### src/rtl/multi_button_debouncer.sv
`default_nettype none
// ============================================================================
// Module      : multi_button_debouncer
// Description : N-channel push-button debouncer. Each channel synchronises a
//               raw pin, debounces it with a stability counter, and produces
//               a clean level plus press/release, long-press and auto-repeat
//               single-cycle pulses.
// Revision    : 1.0 - initial release
// ============================================================================
module multi_button_debouncer #(
    parameter int NUM_BTN       = 4,
    parameter int ACTIVE_LOW    = 1,
    parameter int CNT_WIDTH     = 16,
    parameter int HOLD_WIDTH    = 24,
    parameter int LONG_CYCLES   = 12_000_000,
    parameter int REPEAT_CYCLES = 0
) (
    input  logic               clk,
    input  logic               rst,
    input  logic [NUM_BTN-1:0] pb,
    output logic [NUM_BTN-1:0] pb_state,
    output logic [NUM_BTN-1:0] pb_down,
    output logic [NUM_BTN-1:0] pb_up,
    output logic [NUM_BTN-1:0] pb_long,
    output logic [NUM_BTN-1:0] pb_repeat
);

    // Long/repeat tracking states
    localparam logic [1:0] S_IDLE    = 2'd0;
    localparam logic [1:0] S_PRESSED = 2'd1;
    localparam logic [1:0] S_LONG    = 2'd2;

    // Debounce terminal count: the pin has differed for 2^CNT_WIDTH samples
    localparam logic [CNT_WIDTH-1:0]  c_cnt_max   = '1;
    localparam logic [HOLD_WIDTH-1:0] c_hold_max  = '1;
    // Pulses are registered, so the hit is detected one count early
    localparam logic [HOLD_WIDTH-1:0] c_long_last = HOLD_WIDTH'(LONG_CYCLES - 1);
    localparam logic [HOLD_WIDTH-1:0] c_rep_last  =
        HOLD_WIDTH'((REPEAT_CYCLES > 0) ? (REPEAT_CYCLES - 1) : 0);
    localparam logic                  c_repeat_en = (REPEAT_CYCLES > 0);

    genvar gi;
    generate
        for (gi = 0; gi < NUM_BTN; gi++) begin : g_chan
            logic                  w_raw;
            logic                  r_s0;
            logic                  r_s1;
            logic [CNT_WIDTH-1:0]  r_cnt;
            logic                  r_state;
            logic                  w_idle;
            logic                  w_toggle;
            logic                  w_rise;
            logic                  w_fall;
            logic                  r_down;
            logic                  r_up;
            logic                  r_long;
            logic                  r_repeat;
            logic [1:0]            r_fsm;
            logic [1:0]            w_fsm_next;
            logic [HOLD_WIDTH-1:0] r_hold;
            logic [HOLD_WIDTH-1:0] w_hold_next;
            logic                  w_long_hit;
            logic                  w_rep_hit;

            // Normalise polarity so that 1 always means pushed
            assign w_raw = (ACTIVE_LOW != 0) ? ~pb[gi] : pb[gi];

            // Two-flop synchroniser for the asynchronous pin
            always_ff @(posedge clk or posedge rst) begin
                if (rst) begin
                    r_s0 <= 1'b0;
                    r_s1 <= 1'b0;
                end else begin
                    r_s0 <= w_raw;
                    r_s1 <= r_s0;
                end
            end

            // Accept a new level only after it has been seen without a break
            // for the full counter range; any return to idle restarts counting
            assign w_idle   = (r_s1 == r_state);
            assign w_toggle = ~w_idle & (r_cnt == c_cnt_max);
            assign w_rise   = w_toggle & ~r_state;
            assign w_fall   = w_toggle &  r_state;

            // Debounce counter and debounced level
            always_ff @(posedge clk or posedge rst) begin
                if (rst) begin
                    r_cnt   <= '0;
                    r_state <= 1'b0;
                end else if (w_idle) begin
                    r_cnt   <= '0;
                end else if (r_cnt == c_cnt_max) begin
                    r_cnt   <= '0;
                    r_state <= ~r_state;
                end else begin
                    r_cnt   <= r_cnt + 1'b1;
                end
            end

            // Press/release pulses, aligned with the first cycle of the new level
            always_ff @(posedge clk or posedge rst) begin
                if (rst) begin
                    r_down <= 1'b0;
                    r_up   <= 1'b0;
                end else begin
                    r_down <= w_rise;
                    r_up   <= w_fall;
                end
            end

            // Long/repeat next-state and hold counter update
            always_comb begin
                w_fsm_next  = r_fsm;
                w_hold_next = r_hold;
                w_long_hit  = 1'b0;
                w_rep_hit   = 1'b0;

                if (!r_state) begin
                    w_hold_next = '0;
                end else if (r_hold != c_hold_max) begin
                    w_hold_next = r_hold + 1'b1;
                end

                // A release always wins, so no long/repeat pulse can share a
                // cycle with the release pulse
                case (r_fsm)
                    S_IDLE: begin
                        if (w_rise) begin
                            w_fsm_next = S_PRESSED;
                        end
                    end
                    S_PRESSED: begin
                        if (w_fall) begin
                            w_fsm_next  = S_IDLE;
                            w_hold_next = '0;
                        end else if (r_hold == c_long_last) begin
                            w_fsm_next  = S_LONG;
                            w_long_hit  = 1'b1;
                            w_hold_next = '0;
                        end
                    end
                    S_LONG: begin
                        if (w_fall) begin
                            w_fsm_next  = S_IDLE;
                            w_hold_next = '0;
                        end else if (c_repeat_en && (r_hold == c_rep_last)) begin
                            w_rep_hit   = 1'b1;
                            w_hold_next = '0;
                        end
                    end
                    default: begin
                        w_fsm_next  = S_IDLE;
                        w_hold_next = '0;
                    end
                endcase
            end

            // Long/repeat state register and hold counter
            always_ff @(posedge clk or posedge rst) begin
                if (rst) begin
                    r_fsm  <= S_IDLE;
                    r_hold <= '0;
                end else begin
                    r_fsm  <= w_fsm_next;
                    r_hold <= w_hold_next;
                end
            end

            // Registered long-press and repeat pulses
            always_ff @(posedge clk or posedge rst) begin
                if (rst) begin
                    r_long   <= 1'b0;
                    r_repeat <= 1'b0;
                end else begin
                    r_long   <= w_long_hit;
                    r_repeat <= w_rep_hit;
                end
            end

            assign pb_state[gi]  = r_state;
            assign pb_down[gi]   = r_down;
            assign pb_up[gi]     = r_up;
            assign pb_long[gi]   = r_long;
            assign pb_repeat[gi] = r_repeat;
        end
    endgenerate

endmodule
`default_nettype wire

### config.mk
export PLATFORM = sky130hd
export DESIGN_NAME = multi_button_debouncer
export DESIGN_NICKNAME = d
export VERILOG_FILES = /design/src/rtl/multi_button_debouncer.sv
export SDC_FILE = /design/constraint.sdc
export NUM_CORES = 1
export LEC_CHECK = 0
export ABC_AREA = 1
export CAP_MARGIN = 5
export CELL_PAD_IN_SITES_DETAIL_PLACEMENT = 1
export CELL_PAD_IN_SITES_GLOBAL_PLACEMENT = 1
export CORE_MARGIN = 2
export CORE_UTILIZATION = 42
export CTS_CLUSTER_DIAMETER = 40
export DETAILED_ROUTE_END_ITERATION = 7
export PLACE_DENSITY_LB_ADDON = 0.1
export SLEW_MARGIN = 15
export SYNTH_ARGS = -nofsm -noshare
export SYNTH_HDL_FRONTEND = slang
export SYNTH_SLANG_ARGS = --single-unit
### constraint.sdc
create_clock -name clk -period 6.6 [get_ports clk]
set_clock_uncertainty 0.1 [all_clocks]
set_input_delay 0.99 -clock clk [delete_from_list [all_inputs] [get_ports clk]]
set_output_delay 0.99 -clock clk [all_outputs]
set_load 0.01 [all_outputs]
* Word level (Yosys, flattened, before mapping)
Index checks and enable logic that the tools add are counted.
Storage, ports and cells: bits in registers 192, input port bits 6, output and inout port bits 20, word-level logic and storage cells 180
Operators by class: $add $sub $neg 8, eq/ne operators 36, muxes and demuxes 64, bitwise operators 24, reduce and logical (&&, ||, !) cells 12
Operators by type and width (count):
- 2-to-1 mux 24 bit | 20
- case mux 24 bit (3 select lines) | 4
- 2-to-1 mux 16 bit | 8
- adder 24 x 1 -> 24 bit (second input constant) | 4
- equality test 24 bit (second input constant) | 4
- != test 24 bit (second input constant) | 4
- adder 16 x 1 -> 16 bit (second input constant) | 4
- equality test 16 bit (second input constant) | 4
- 2-to-1 mux 2 bit | 16
- case mux 2 bit (3 select lines) | 4
- != test 2 bit (second input constant) | 8
- AND 1 bit | 12
- 2-to-1 mux 1 bit | 12
- != test 3 bit (second input constant) | 4
- inverter 1 bit | 12
- AND reduction 3 bit | 4
- equality test 2 x 1 -> 1 bit (second input constant) | 4
- equality test 2 bit (second input constant) | 4
- logical NOT 2 bit | 4
- AND reduction 2 bit | 4
- equality test 1 bit | 4

* Depth between registers and ports, before layout
depth after elaboration 6, depth in mapped cells 12, gate-level depth less buffers 11

* Worst setup path before layout
No wires, ideal clock.
kind register -> register, start register g_chan[3].r_hold[0], end register g_chan[3].r_hold[11], library setup time 0.069 ns, arrival 1.615 ns, required time 6.431 ns, slack 4.816 ns, stages on the path, launching flop included 11, buffers on the path 1, clock period less this slack 1.784 ns, cell sequence dfrtp_1 -> ha_1 -> nand2_2 -> nor2_4 -> nand2_4 -> nor3_4 -> nand2_4 -> inv_6 -> buf_12 -> nor2_1 -> nor2_2
On the way: longest elaborated chain between the ends 6, elaborated cells between the ends (all ways) 9, those cells by class 1 x add/sub; 2 x eq/ne; 6 x mux
RTL lines:
- start, declared | RTL line 60 | logic [HOLD_WIDTH-1:0] r_hold;
- start signal, assigned | RTL line 166 | r_hold <= w_hold_next;
- adder 24 x 1 -> 24 bit / != test 24 bit (equally long branches) | RTL line 122, 121
- 2-to-1 mux 24 bit | RTL line 121 | end else if (r_hold != c_hold_max) begin
- 2-to-1 mux 24 bit | RTL line 119 | if (!r_state) begin
- 2-to-1 mux 24 bit | RTL line 137 | end else if (r_hold == c_long_last) begin
- 2-to-1 mux 24 bit | RTL line 134 | if (w_fall) begin
- case mux 24 bit (3 select lines) (*) | RTL line 127 | case (r_fsm)
- via g_chan[3].w_hold_next[11] | RTL line 61 | logic [HOLD_WIDTH-1:0] w_hold_next;
The timed path passes the listed nets; every way through them passes the cells marked *. A chain may end at the register's enable or synchronous reset.

* Worst setup path in the final report
start register g_chan[2].r_state, end output port pb_state[2]
RTL lines:
- start, declared | RTL line 49 | logic r_state;
- start signal, assigned | RTL line 95 | r_state <= ~r_state;
- end, declared | RTL line 21 | output logic [NUM_BTN-1:0] pb_state,
No word-level cell between the ends.

==> results.json <==
{
  "status": "complete, no violations",
  "post_cts_buffers": 0,
  "r2r_start": "g_chan[1].r_hold[0]",
  "die_area_sq_um": 27000,
  "path_buf_inv": 1,
  "period_share_pct": 39.3,
  "setup_viol": 0,
  "finalHoldViolCount": 0,
  "vdd_drop_max_mv": 0.185,
  "grt_pass1_wl_um": 43300,
  "arrival_ps": 1510,
  "netlist_top_cells_count": "nor2_1, nand2_1, dfrtp_1, inv_1, nand3_1",
  "fin_nets": 1450,
  "clk_path_buf_depth": 2,
  "synth.most_common_cell": "nor2_1",
  "synth_top_flop_cell": "dfrtp_1",
  "crit_end": "pb_state[2]",
  "cts_resized": 0,
  "fin_tns_setup_ps": 0,
  "root_buffer": "clkbuf_16",
  "initial_core_util_pct": 42.8,
  "reg2reg_to": "g_chan[1].r_hold[16]",
  "cts_num_sinks": 192,
  "slew-limit-headroom_pct": 47.6,
  "critical_path_required_ps": 5510,
  "maxCapViolCount": 0,
  "clk_pin_slew_ps": 80,
  "area_growth_pct": 8.59,
  "vias_per_cell": 4.93,
  "grt_use_total_pct": 19.6,
  "syn-instance-count": 1425,
  "hold_path.class": "flip-flop to flip-flop",
  "worst-path-stages": 1,
  "routabilityCongestion": 0.819,
  "drtIter0Drc": 348,
  "antenna_found_initial": 0,
  "die_h_um": 164,
  "diodes": 0,
  "fmax_mhz": 385,
  "path_class": "flip-flop to output pin",
  "yosysTopAreaCellShare_pct": 44.4,
  "synth_edf_count": 0,
  "fin_crit_ps": 2600,
  "path_cells": "clkdlybuf4s50_1",
  "die_w_um": 164,
  "synth.largest_area_cell": "dfrtp_1",
  "drt_wl_total_um": 24800,
  "p_per_area_nw_per_um2": 193,
  "num_rows": 58,
  "ys_ff_latch": 192,
  "cts-hold-fix-buffers": 0,
  "endpoint_kind": "output pin",
  "cellLeakagePower_nw": 5.11,
  "max_slew.worst_pin.slew_ps": 786,
  "synth_area_per_cell_sq_um": 7.59,
  "critPathSlowestCell": "clkdlybuf4s50_1",
  "grt_pass1_vias": 9170,
  "design.core.area_sq_um": 25300,
  "n_fill_cell": 3169,
  "cts_tree": "built",
  "yosysUniqueCellTypes": 38,
  "start_kind": "flip-flop",
  "cts_made_buffers": 17,
  "ioPinCount": 26,
  "grt_max_degree": 79,
  "h-tree-depth": 4,
  "dp_hpwl_um": 18000,
  "worst-path-max-fanout": 7,
  "io_buffers": 21,
  "async_flop_share_pct": 100,
  "num_vias": 8773,
  "critPathTopFamily": "buffers and inverters",
  "yosysSeqAreaShare_pct": 44.4,
  "drv_slew": 0,
  "worstSkewPairLatency_ps": 440,
  "critPathMaxStageDelay_ps": 590,
  "layoutNonFillerInstCount": 1779,
  "synth_warnings": 0,
  "startpoint": "g_chan[2].r_state",
  "route.detailed.wl_per_inst_um": 13.9,
  "overflow": 0,
  "placed_cells": 1747,
  "synth_area_leaders": "dfrtp_1, nor2_1, nand2_1, inv_1, xor2_1",
  "drive_gt1_share_pct": 6.83,
  "antenna_left": 0,
  "drc_errors": 0,
  "netlist_area_sq_um": 10800,
  "rsz0062_at_grt": "false",
  "reg2reg_depth": 10,
  "drt-pass1-iter-count": 4,
  "r2r_slack_ps": 4380
}
per-stage QoR:
step | setup slack (ps) | instance area (sq um) | hold slack [ps] | utilization, % | total power, mW
finish | 4000 | 11700 | 255 | 46.5 | 2.27
CTS | 3980 | 11700 | 259 | 46.5 | 2.32
global route | 3930 | 11700 | 261 | 46.5 | 2.36
global placement | 3680 | 11200 | 234 | 44.2 | 1.27
detailed placement | 3680 | 11200 | 240 | 44.2 | 1.27
floorplan | 283 | 10800 | 231 | - | 1.25
kinds of logic after synthesis:
| group | share of synthesized area, % |
|---|---|
| adder cells (fa/ha/maj) | 0.926 |
| AND/OR/NAND/NOR | 35.7 |
| other | 0.0347 |
| multiplexers | 0.185 |
| AO/OA/AOI/OAI | 2.65 |
| flip-flops | 44.4 |
| buffers and inverters | 8.78 |
| XOR/XNOR | 7.29 |
flip-flops by register name (all words and copies together) (netlist names):
| register | cells |
|---|---|
| g_chan.r_state | 4 |
| g_chan.r_fsm | 8 |
| g_chan.r_long | 4 |
| g_chan.r_s0 | 4 |
| g_chan.r_up | 4 |
| g_chan.r_down | 4 |
| g_chan.r_hold | 96 |
| g_chan.r_s1 | 4 |
| g_chan.r_cnt | 64 |
metal layers:
layer | vias to the layer above | track usage (%) | share of wire (%) | routed length (um)
met4 | 0 | 4.55 | 0.85 | 212
met5 | - | 0 | 0 | 0
met2 | 40 | 34.6 | 50 | 12400
li1 | 4439 | - | - | -
met1 | 4278 | 25.6 | 48 | 11900
met3 | 16 | 2.49 | 1.3 | 329
layout by cell type (no fill, tap or decap), drive strengths merged:
| cell type | instances |
|---|---|
| a211oi | 1 |
| a21oi | 29 |
| a221oi | 1 |
| buf | 2 |
| clkbuf | 19 |
| clkdlybuf4s50 | 21 |
| clkinv | 7 |
| clkinvlp | 1 |
| conb | 4 |
| dfrtp | 192 |
| ha | 8 |
| inv | 176 |
| mux2i | 2 |
| nand2 | 277 |
| nand3 | 87 |
| nand3b | 8 |
| nand4 | 28 |
| nor2 | 397 |
| nor3 | 61 |
| nor3b | 11 |
| nor4 | 4 |
| o21a | 1 |
| o21ai | 16 |
| o22ai | 6 |
| xnor2 | 25 |
| xor2 | 65 |
final cells by class:
type / count / area [sq um] / area share (%)
Tap cell: 330 / 413 / 3.52
Multi-Input combinational cell: 1031 / 5070 / 43.2
Clock buffer: 19 / 453 / 3.86
Sequential cell: 192 / 4800 / 40.9
Clock inverter: 13 / 121 / 1.03
Inverter: 171 / 654 / 5.57
Timing Repair Buffer: 23 / 225 / 1.92
power breakdown:
group	switching [mW]	total [mW]	leakage, nW	internal [mW]
sequential	0.00629	1.19	2.65	1.18
clock	0.509	1.03	0.284	0.521
combinational	0.0397	0.0510	2.18	0.0113
worst min path at each step:
stage | start | endpoint | slack (ps) | cells after the start
global placement | g_chan[1].r_s0 | g_chan[1].r_s1 | 230 | 0
floorplan | g_chan[0].r_s0 | g_chan[0].r_s1 | 230 | 0
global route | g_chan[1].r_s0 | g_chan[1].r_s1 | 260 | 0
CTS | g_chan[1].r_s0 | g_chan[1].r_s1 | 260 | 0
detailed placement | g_chan[1].r_s0 | g_chan[1].r_s1 | 240 | 0
finish | g_chan[1].r_s0 | g_chan[1].r_s1 | 260 | 0
No activity file was read; power rests on OpenSTA's default activity.
